--- config.mk ---
export PLATFORM = sky130hd
export DESIGN_NAME = pulsecount
export DESIGN_NICKNAME = d
export VERILOG_FILES = /design/src/rtl/pulsecount_pkg.sv /design/src/rtl/sync_edge.sv /design/src/rtl/pulsecount.sv
export SDC_FILE = /design/constraint.sdc
export NUM_CORES = 1
export LEC_CHECK = 0
export ABC_AREA = 1
export CORE_AREA = 2 2 80 75
export DETAILED_ROUTE_END_ITERATION = 10
export DIE_AREA = 0 0 82 77
export PLACE_DENSITY_LB_ADDON = 0.3
export SYNTH_ARGS = -nofsm -noshare
export SYNTH_HDL_FRONTEND = slang
export SYNTH_SLANG_ARGS = --single-unit
--- constraint.sdc ---
create_clock -name clk -period 2.2 [get_ports clk]
set_input_delay 0.66 -clock clk [delete_from_list [all_inputs] [get_ports clk]]
set_output_delay 0.66 -clock clk [all_outputs]
set_load 0.01 [all_outputs]
--- src/rtl/pulsecount_pkg.sv ---
// pulsecount_pkg: FSM state type and default sizing shared by the pulsecount block.
package pulsecount_pkg;

   localparam int DEF_WIDTH       = 8;
   localparam int DEF_IDLE_CYCLES = 16;
   localparam int TIMER_W         = 8;   // holds IDLE_CYCLES up to 255

   typedef enum logic [1:0] {
      IDLE,
      ARMED,
      COUNTING,
      DONE
   } state_e;

endpackage

--- src/rtl/sync_edge.sv ---
// sync_edge: 2-flop synchronizer for an asynchronous input plus a rising-edge strobe.
module sync_edge (
   input  logic clk,
   input  logic reset_n,
   input  logic async_i,
   output logic rise_o,
   output logic level_o
);

   logic meta_q;
   logic sync_q;
   logic sync_q_d;

   // All flops clear so a pin already high at reset release is not seen as a rise.
   always_ff @(posedge clk) begin
      if (!reset_n) begin
         meta_q   <= 1'b0;
         sync_q   <= 1'b0;
         sync_q_d <= 1'b0;
      end else begin
         meta_q   <= async_i;
         sync_q   <= meta_q;
         sync_q_d <= sync_q;
      end
   end

   assign rise_o  = sync_q & ~sync_q_d;
   assign level_o = sync_q;

endmodule

--- src/rtl/pulsecount.sv ---
// pulsecount: counts rising edges of an async pulse train in bursts ended by an idle timeout.
// Optional PULSECOUNT_MATCH_EN adds a latched (count == EXPECT) flag; otherwise match is 0.
module pulsecount
   import pulsecount_pkg::*;
#(
   parameter int WIDTH       = DEF_WIDTH,
   parameter int IDLE_CYCLES = DEF_IDLE_CYCLES,
   parameter int EXPECT      = 4
) (
   input  logic             clk,
   input  logic             reset_n,
   input  logic             arm,
   input  logic             pin,
   output logic             busy,
   output logic             valid,
   output logic [WIDTH-1:0] count,
   output logic             overflow,
   output logic             match
);

   localparam logic [WIDTH-1:0]   CNT_MAX    = '1;
   localparam logic [TIMER_W-1:0] TIMER_LOAD = TIMER_W'(IDLE_CYCLES);

   state_e             state_q, state_d;
   logic [WIDTH-1:0]   cnt_q, cnt_d;
   logic [WIDTH-1:0]   count_q, count_d;
   logic [TIMER_W-1:0] timer_q, timer_d;
   logic               sat_q, sat_d;
   logic               ovf_q, ovf_d;
   logic               done_entry;
   logic               rise;
   logic               pin_lvl_unused;

   sync_edge u_sync (
      .clk     (clk),
      .reset_n (reset_n),
      .async_i (pin),
      .rise_o  (rise),
      .level_o (pin_lvl_unused)
   );

   always_ff @(posedge clk) begin
      if (!reset_n) begin
         state_q <= IDLE;
         cnt_q   <= '0;
         count_q <= '0;
         timer_q <= '0;
         sat_q   <= 1'b0;
         ovf_q   <= 1'b0;
      end else begin
         state_q <= state_d;
         cnt_q   <= cnt_d;
         count_q <= count_d;
         timer_q <= timer_d;
         sat_q   <= sat_d;
         ovf_q   <= ovf_d;
      end
   end

   // Results are latched on the edge into DONE so they are stable while valid is high.
   always_comb begin
      state_d    = state_q;
      cnt_d      = cnt_q;
      count_d    = count_q;
      timer_d    = timer_q;
      sat_d      = sat_q;
      ovf_d      = ovf_q;
      done_entry = 1'b0;
      case (state_q)
         IDLE: begin
            if (arm) begin
               state_d = ARMED;
               cnt_d   = '0;
               sat_d   = 1'b0;
            end
         end
         ARMED: begin
            if (rise) begin
               state_d = COUNTING;
               cnt_d   = WIDTH'(1);
               timer_d = TIMER_LOAD;
            end
         end
         COUNTING: begin
            if (rise) begin
               timer_d = TIMER_LOAD;
               if (cnt_q == CNT_MAX) sat_d = 1'b1;
               else                  cnt_d = cnt_q + WIDTH'(1);
            end else if (timer_q == TIMER_W'(1)) begin
               timer_d    = '0;
               state_d    = DONE;
               count_d    = cnt_q;
               ovf_d      = sat_q;
               done_entry = 1'b1;
            end else begin
               timer_d = timer_q - TIMER_W'(1);
            end
         end
         DONE:    state_d = IDLE;
         default: state_d = IDLE;
      endcase
   end

   assign busy     = (state_q == ARMED) || (state_q == COUNTING);
   assign valid    = (state_q == DONE);
   assign count    = count_q;
   assign overflow = ovf_q;

`ifdef PULSECOUNT_MATCH_EN
   logic match_q;

   always_ff @(posedge clk) begin
      if (!reset_n)        match_q <= 1'b0;
      else if (done_entry) match_q <= (cnt_q == WIDTH'(EXPECT));
   end

   assign match = match_q;
`else
   localparam int EXPECT_unused = EXPECT;
   logic done_entry_unused;

   assign done_entry_unused = done_entry;
   assign match             = 1'b0;
`endif

endmodule

==> tab_implementation.tex <==
\begin{tabular}{lr}
\hline
Metric & Value \\
\hline
\multicolumn{2}{l}{\textbf{Global route}} \\
\quad Antenna violations before repair & 0 \\
\quad Total global routing track utilization & approximately an eighth \\
\quad Wire length of the first global-routing pass & slightly above 6000 µm \\
\quad Vias in the first global route & 1302 \\
\quad Total congestion overflow & 0 \\
\quad Pin count of the biggest net entering global routing & 18 \\
\multicolumn{2}{l}{\textbf{Timing}} \\
\quad Unrepaired setup endpoints after global routing & false \\
\quad Total negative slack for setup checks & 0 ns \\
\quad Setup-violating endpoint count in the final report & 0 \\
\quad Worst Skew & a little over 0.007 ns \\
\quad Number of failing hold endpoints at the final stage & 0 \\
\quad Max-Slew Margin vs Limit & between 60\% and 70\% \\
\quad Transition at the pin with the smallest max-transition slack & between 0.5 and 0.6 ns \\
\quad Share of the clock period used by the worst path after layout & 91.94\% \\
\quad Maximum clock frequency & $\sim$0.49 GHz \\
\quad Number of pins exceeding their max-slew limit in the final report & 0 \\
\quad Post-layout minimum cycle time & between 2 and 2.5 ns \\
\multicolumn{2}{l}{\textbf{Drt}} \\
\quad Count of antenna-violating nets left after detailed routing & 0 \\
\quad First-pass detailed-route iteration total & 4 \\
\quad Number of vias in the routed layout & $\sim$1400 \\
\quad Post-detailed-route wirelength per cell & about 11 µm \\
\quad Via-to-Cell Ratio & $\sim$4.5 \\
\quad Number of remaining DRC errors & 0 \\
\quad Number of DRC violations after detailed-routing iteration 0 & 130 \\
\quad Total routed wirelength & $\sim$3500 µm \\
\multicolumn{2}{l}{\textbf{Yosys}} \\
\quad Number of different library cells in the post-synthesis netlist & 29 \\
\quad Top flip-flop cell by instance count after synthesis & sky130\_fd\_sc\_hd\_\_dfxtp\_1 \\
\quad Main area contributors after synthesis & sky130\_fd\_sc\_hd\_\_dfxtp\_1 38\%, sky130\_fd\_sc\_hd\_\_nand2\_1 12\%, sky130\_fd\_sc\_hd\_\_nand3\_1 6.7\% \\
\quad Post-Synthesis Mean Instance Area & 7.123 µm² \\
\quad Fraction of registers with async set or reset after synthesis & 0\% \\
\quad Cell type with the highest aggregate area in the netlist & sky130\_fd\_sc\_hd\_\_dfxtp\_1 \\
\quad Number of storage elements in the synthesis netlist & 31 \\
\quad Gate Count Post-Synth & approximately 230 \\
\quad EDFF count, synth & 0 \\
\quad Post-synthesis net count & roughly 240 \\
\quad Area fraction of the dominant cell type after synthesis & around 38\% \\
\quad Proportion of synthesized chip area in sequential cells & $\sim$38\% \\
\quad Warnings from Yosys & 0 \\
\quad Cell area after technology mapping & $\sim$1600 µm² \\
\multicolumn{2}{l}{\textbf{Cells and area}} \\
\quad Number of diodes added for antenna fixing & 0 \\
\quad Fillers & roughly 600 \\
\quad Fraction of final layout cells sized beyond drive strength 1 & approximately an eighth \\
\quad Signed area change from the synthesized netlist to the final layout & 20.53\% \\
\quad Core utilization of the finished layout & between 30\% and 40\% \\
\quad Count of nets after finishing & 259 \\
\multicolumn{2}{l}{\textbf{Clock tree}} \\
\quad TritonCTS Buffers & 5 \\
\quad Clock transition at the register clock pins on the worst setup and hold paths after CTS & around 0.06 ns \\
\quad Post-CTS sizing & 3 \\
\quad Postcts setup bufs & 0 \\
\quad Hold bufs inserted after CTS & 0 \\
\quad Sinks on Clock Net & 31 \\
\quad Clock root buffer master & sky130\_fd\_sc\_hd\_\_clkbuf\_8 \\
\quad Insertion delay of the later-clocked pin in the worst-skew pair & $\sim$0.28 ns \\
\quad Clock tree from TritonCTS & yes \\
\quad Maximum clock path buffer count & 2 \\
\quad H-tree depth & 2 \\
\multicolumn{2}{l}{\textbf{Setup path}} \\
\quad Critical Path Sink Type & primary output \\
\quad Slowest stage delay, CP & roughly 0.55 ns \\
\quad Crit path cell chain & ha\_1 > clkdlybuf4s50\_1 \\
\quad Count of buffer and inverter cells on the critical path & 1 \\
\quad Cell family with the largest share of critical-path delay & buffers and inverters \\
\quad Master of the slowest instance on the critical path & sky130\_fd\_sc\_hd\_\_clkdlybuf4s50\_1 \\
\quad Startpoint class of the critical path & flip-flop \\
\quad Critical path type & reg2out \\
\quad Arrival time at the worst endpoint & about 1.4 ns \\
\quad Critical path data required time & 1.54 ns \\
\quad Maximum fanout encountered on the critical timing path & 3 \\
\multicolumn{2}{l}{\textbf{Status}} \\
\quad Run status & completed \\
\multicolumn{2}{l}{\textbf{Floorplanning}} \\
\quad Die Span Y & 77 µm \\
\quad Placeable Area & 5465 µm² \\
\quad Horiz. Die Dim & between 80 and 90 µm \\
\quad Die Outline Area & around 6300 µm² \\
\quad Boundary Pins & 16 \\
\quad Effective utilization at floorplan & between 30\% and 40\% \\
\quad Std-Cell Rows & 26 \\
\multicolumn{2}{l}{\textbf{Power and ir drop}} \\
\quad Power Density & 1202 nW/µm² \\
\quad Total power & roughly 2.4 mW \\
\quad Maximum vdd ir drop & $\sim$0.43 mV \\
\quad Leakage power summed over all cells & a little over 0.8 nW \\
\multicolumn{2}{l}{\textbf{Place}} \\
\quad Number of input and output port buffers inserted & 14 \\
\quad Post-detail-place hpwl & roughly 2500 µm \\
\quad Placer's final routability congestion estimate & just over 0.8 \\
\multicolumn{2}{l}{\textbf{Flow run}} \\
\quad Max cap viols & 0 \\
\multicolumn{2}{l}{\textbf{Worst hold path}} \\
\quad Hold/Removal Path Class & reg2reg \\
\hline
\end{tabular}
[cells in the final DEF, fill, tap and decap left out]
master	instances
sky130_fd_sc_hd__nand3_1	22
sky130_fd_sc_hd__nor2_8	1
sky130_fd_sc_hd__nor3_1	1
sky130_fd_sc_hd__nor4_1	1
sky130_fd_sc_hd__inv_1	26
sky130_fd_sc_hd__clkdlybuf4s50_1	13
sky130_fd_sc_hd__bufinv_16	1
sky130_fd_sc_hd__nand2_4	5
sky130_fd_sc_hd__dfxtp_2	1
sky130_fd_sc_hd__o31ai_1	1
sky130_fd_sc_hd__nand3b_1	1
sky130_fd_sc_hd__o21ai_0	4
sky130_fd_sc_hd__a21oi_1	21
sky130_fd_sc_hd__buf_4	2
sky130_fd_sc_hd__ha_4	1
sky130_fd_sc_hd__nand4_1	5
sky130_fd_sc_hd__ha_1	6
sky130_fd_sc_hd__or2_0	1
sky130_fd_sc_hd__clkinv_2	1
sky130_fd_sc_hd__nor2_2	3
sky130_fd_sc_hd__inv_2	4
sky130_fd_sc_hd__o21ai_1	2
sky130_fd_sc_hd__nand2_2	3
sky130_fd_sc_hd__nand3_2	2
sky130_fd_sc_hd__clkbuf_8	6
sky130_fd_sc_hd__clkinv_1	2
sky130_fd_sc_hd__dfxtp_1	30
sky130_fd_sc_hd__nor2_4	1
sky130_fd_sc_hd__o21bai_1	1
sky130_fd_sc_hd__xor2_1	4
sky130_fd_sc_hd__nand2_1	53
sky130_fd_sc_hd__conb_1	1
sky130_fd_sc_hd__dlygate4sd2_1	1
sky130_fd_sc_hd__nor2_1	22
[sequential cells by signal, summed over array words and instances (netlist names)]
| name | count |
|---|---|
| u_sync.sync_q_d | 1 |
| overflow | 1 |
| u_sync.meta_q | 1 |
| count | 8 |
| u_sync.level_o | 1 |
| state_q | 2 |
| cnt_q | 8 |
| timer_q | 8 |
| sat_q | 1 |
[kinds of logic (layout without fill, tap and decap cells)]
group | after synthesis | after routing | share of synthesized area (%)
adder cells (fa/ha/maj) | 7 | 7 | 5.323
AO/OA/AOI/OAI | 29 | 29 | 9.126
AND/OR/NAND/NOR | 121 | 121 | 36.05
buffers and inverters | 38 | 56 | 9.429
XOR/XNOR | 4 | 4 | 2.129
other | 1 | 1 | 0.2279
flip-flops | 31 | 31 | 37.72
[cell usage after synthesis, types with 2 or more instances]
master                     number
sky130_fd_sc_hd__nand2_1       53
sky130_fd_sc_hd__nor2_2         3
sky130_fd_sc_hd__ha_1           7
sky130_fd_sc_hd__clkinv_1       2
sky130_fd_sc_hd__inv_1         26
sky130_fd_sc_hd__dfxtp_1       31
sky130_fd_sc_hd__buf_4          3
sky130_fd_sc_hd__nand2_4        5
sky130_fd_sc_hd__o21ai_0        4
sky130_fd_sc_hd__xor2_1         4
sky130_fd_sc_hd__nand2_2        3
sky130_fd_sc_hd__nand4_1        5
sky130_fd_sc_hd__clkbuf_1       2
sky130_fd_sc_hd__nand3_1       22
sky130_fd_sc_hd__o21ai_1        2
sky130_fd_sc_hd__a21oi_1       21
sky130_fd_sc_hd__nor2_1        22
sky130_fd_sc_hd__nand3_2        2
sky130_fd_sc_hd__inv_2          4
[worst paths after layout]
check                              startpoint             end  slack (ns)  depth (start not counted)
worst max-delay path               state_q[0]           valid        0.18                          2
worst min-delay path            u_sync.meta_q  u_sync.level_o        0.42                          2
worst max register to register     state_q[0]        cnt_q[3]        0.50                          9
worst min register to register  u_sync.meta_q  u_sync.level_o        0.42                          2
[per-stage QoR]
step	setup WS, ns	hold slack (ns)	instances	area, µm²
global placement	0.2100	0.4000	311	1853
finish	0.1774	0.4150	319	1983
floorplan	0.7702	0.3905	231	1645
global route	0.09011	0.4391	319	1983
detailed placement	0.1699	0.4055	311	1853
CTS	0.1575	0.4213	319	1983
[where the power goes]
| group | switching, mW | internal [mW] | total [mW] |
|---|---|---|---|
| combinational | 0.679 | 0.384 | 1.06 |
| sequential | 0.0823 | 0.657 | 0.740 |
| clock | 0.216 | 0.366 | 0.582 |
[tightest hold or removal path, stage by stage (launching register included)]
cell	delay, ns
sky130_fd_sc_hd__dfxtp_1	0.31
sky130_fd_sc_hd__nand2_1	0.05
sky130_fd_sc_hd__inv_1	0.04
[per-layer routing]
metal  up-vias  share of wire (%)  global-route usage [%]
met5         -                  0                       0
met4         0                2.3                   6.000
met3         7                4.2                   2.824
met2        29                 42                   17.48
met1       634                 52                   18.13
li1        768                  -                       -
[area by class of cell]
class	count	area (µm²)	share of cell area, %
clock inverter	2	35.03	1.767
inverter	32	120.1	6.057
multi-input combinational	162	882.1	44.48
clock buffer	6	82.58	4.164
sequential	31	621.8	31.36
tap	70	87.58	4.416
timing repair buffer	16	153.9	7.760
Power figures use the tool's default switching activity.
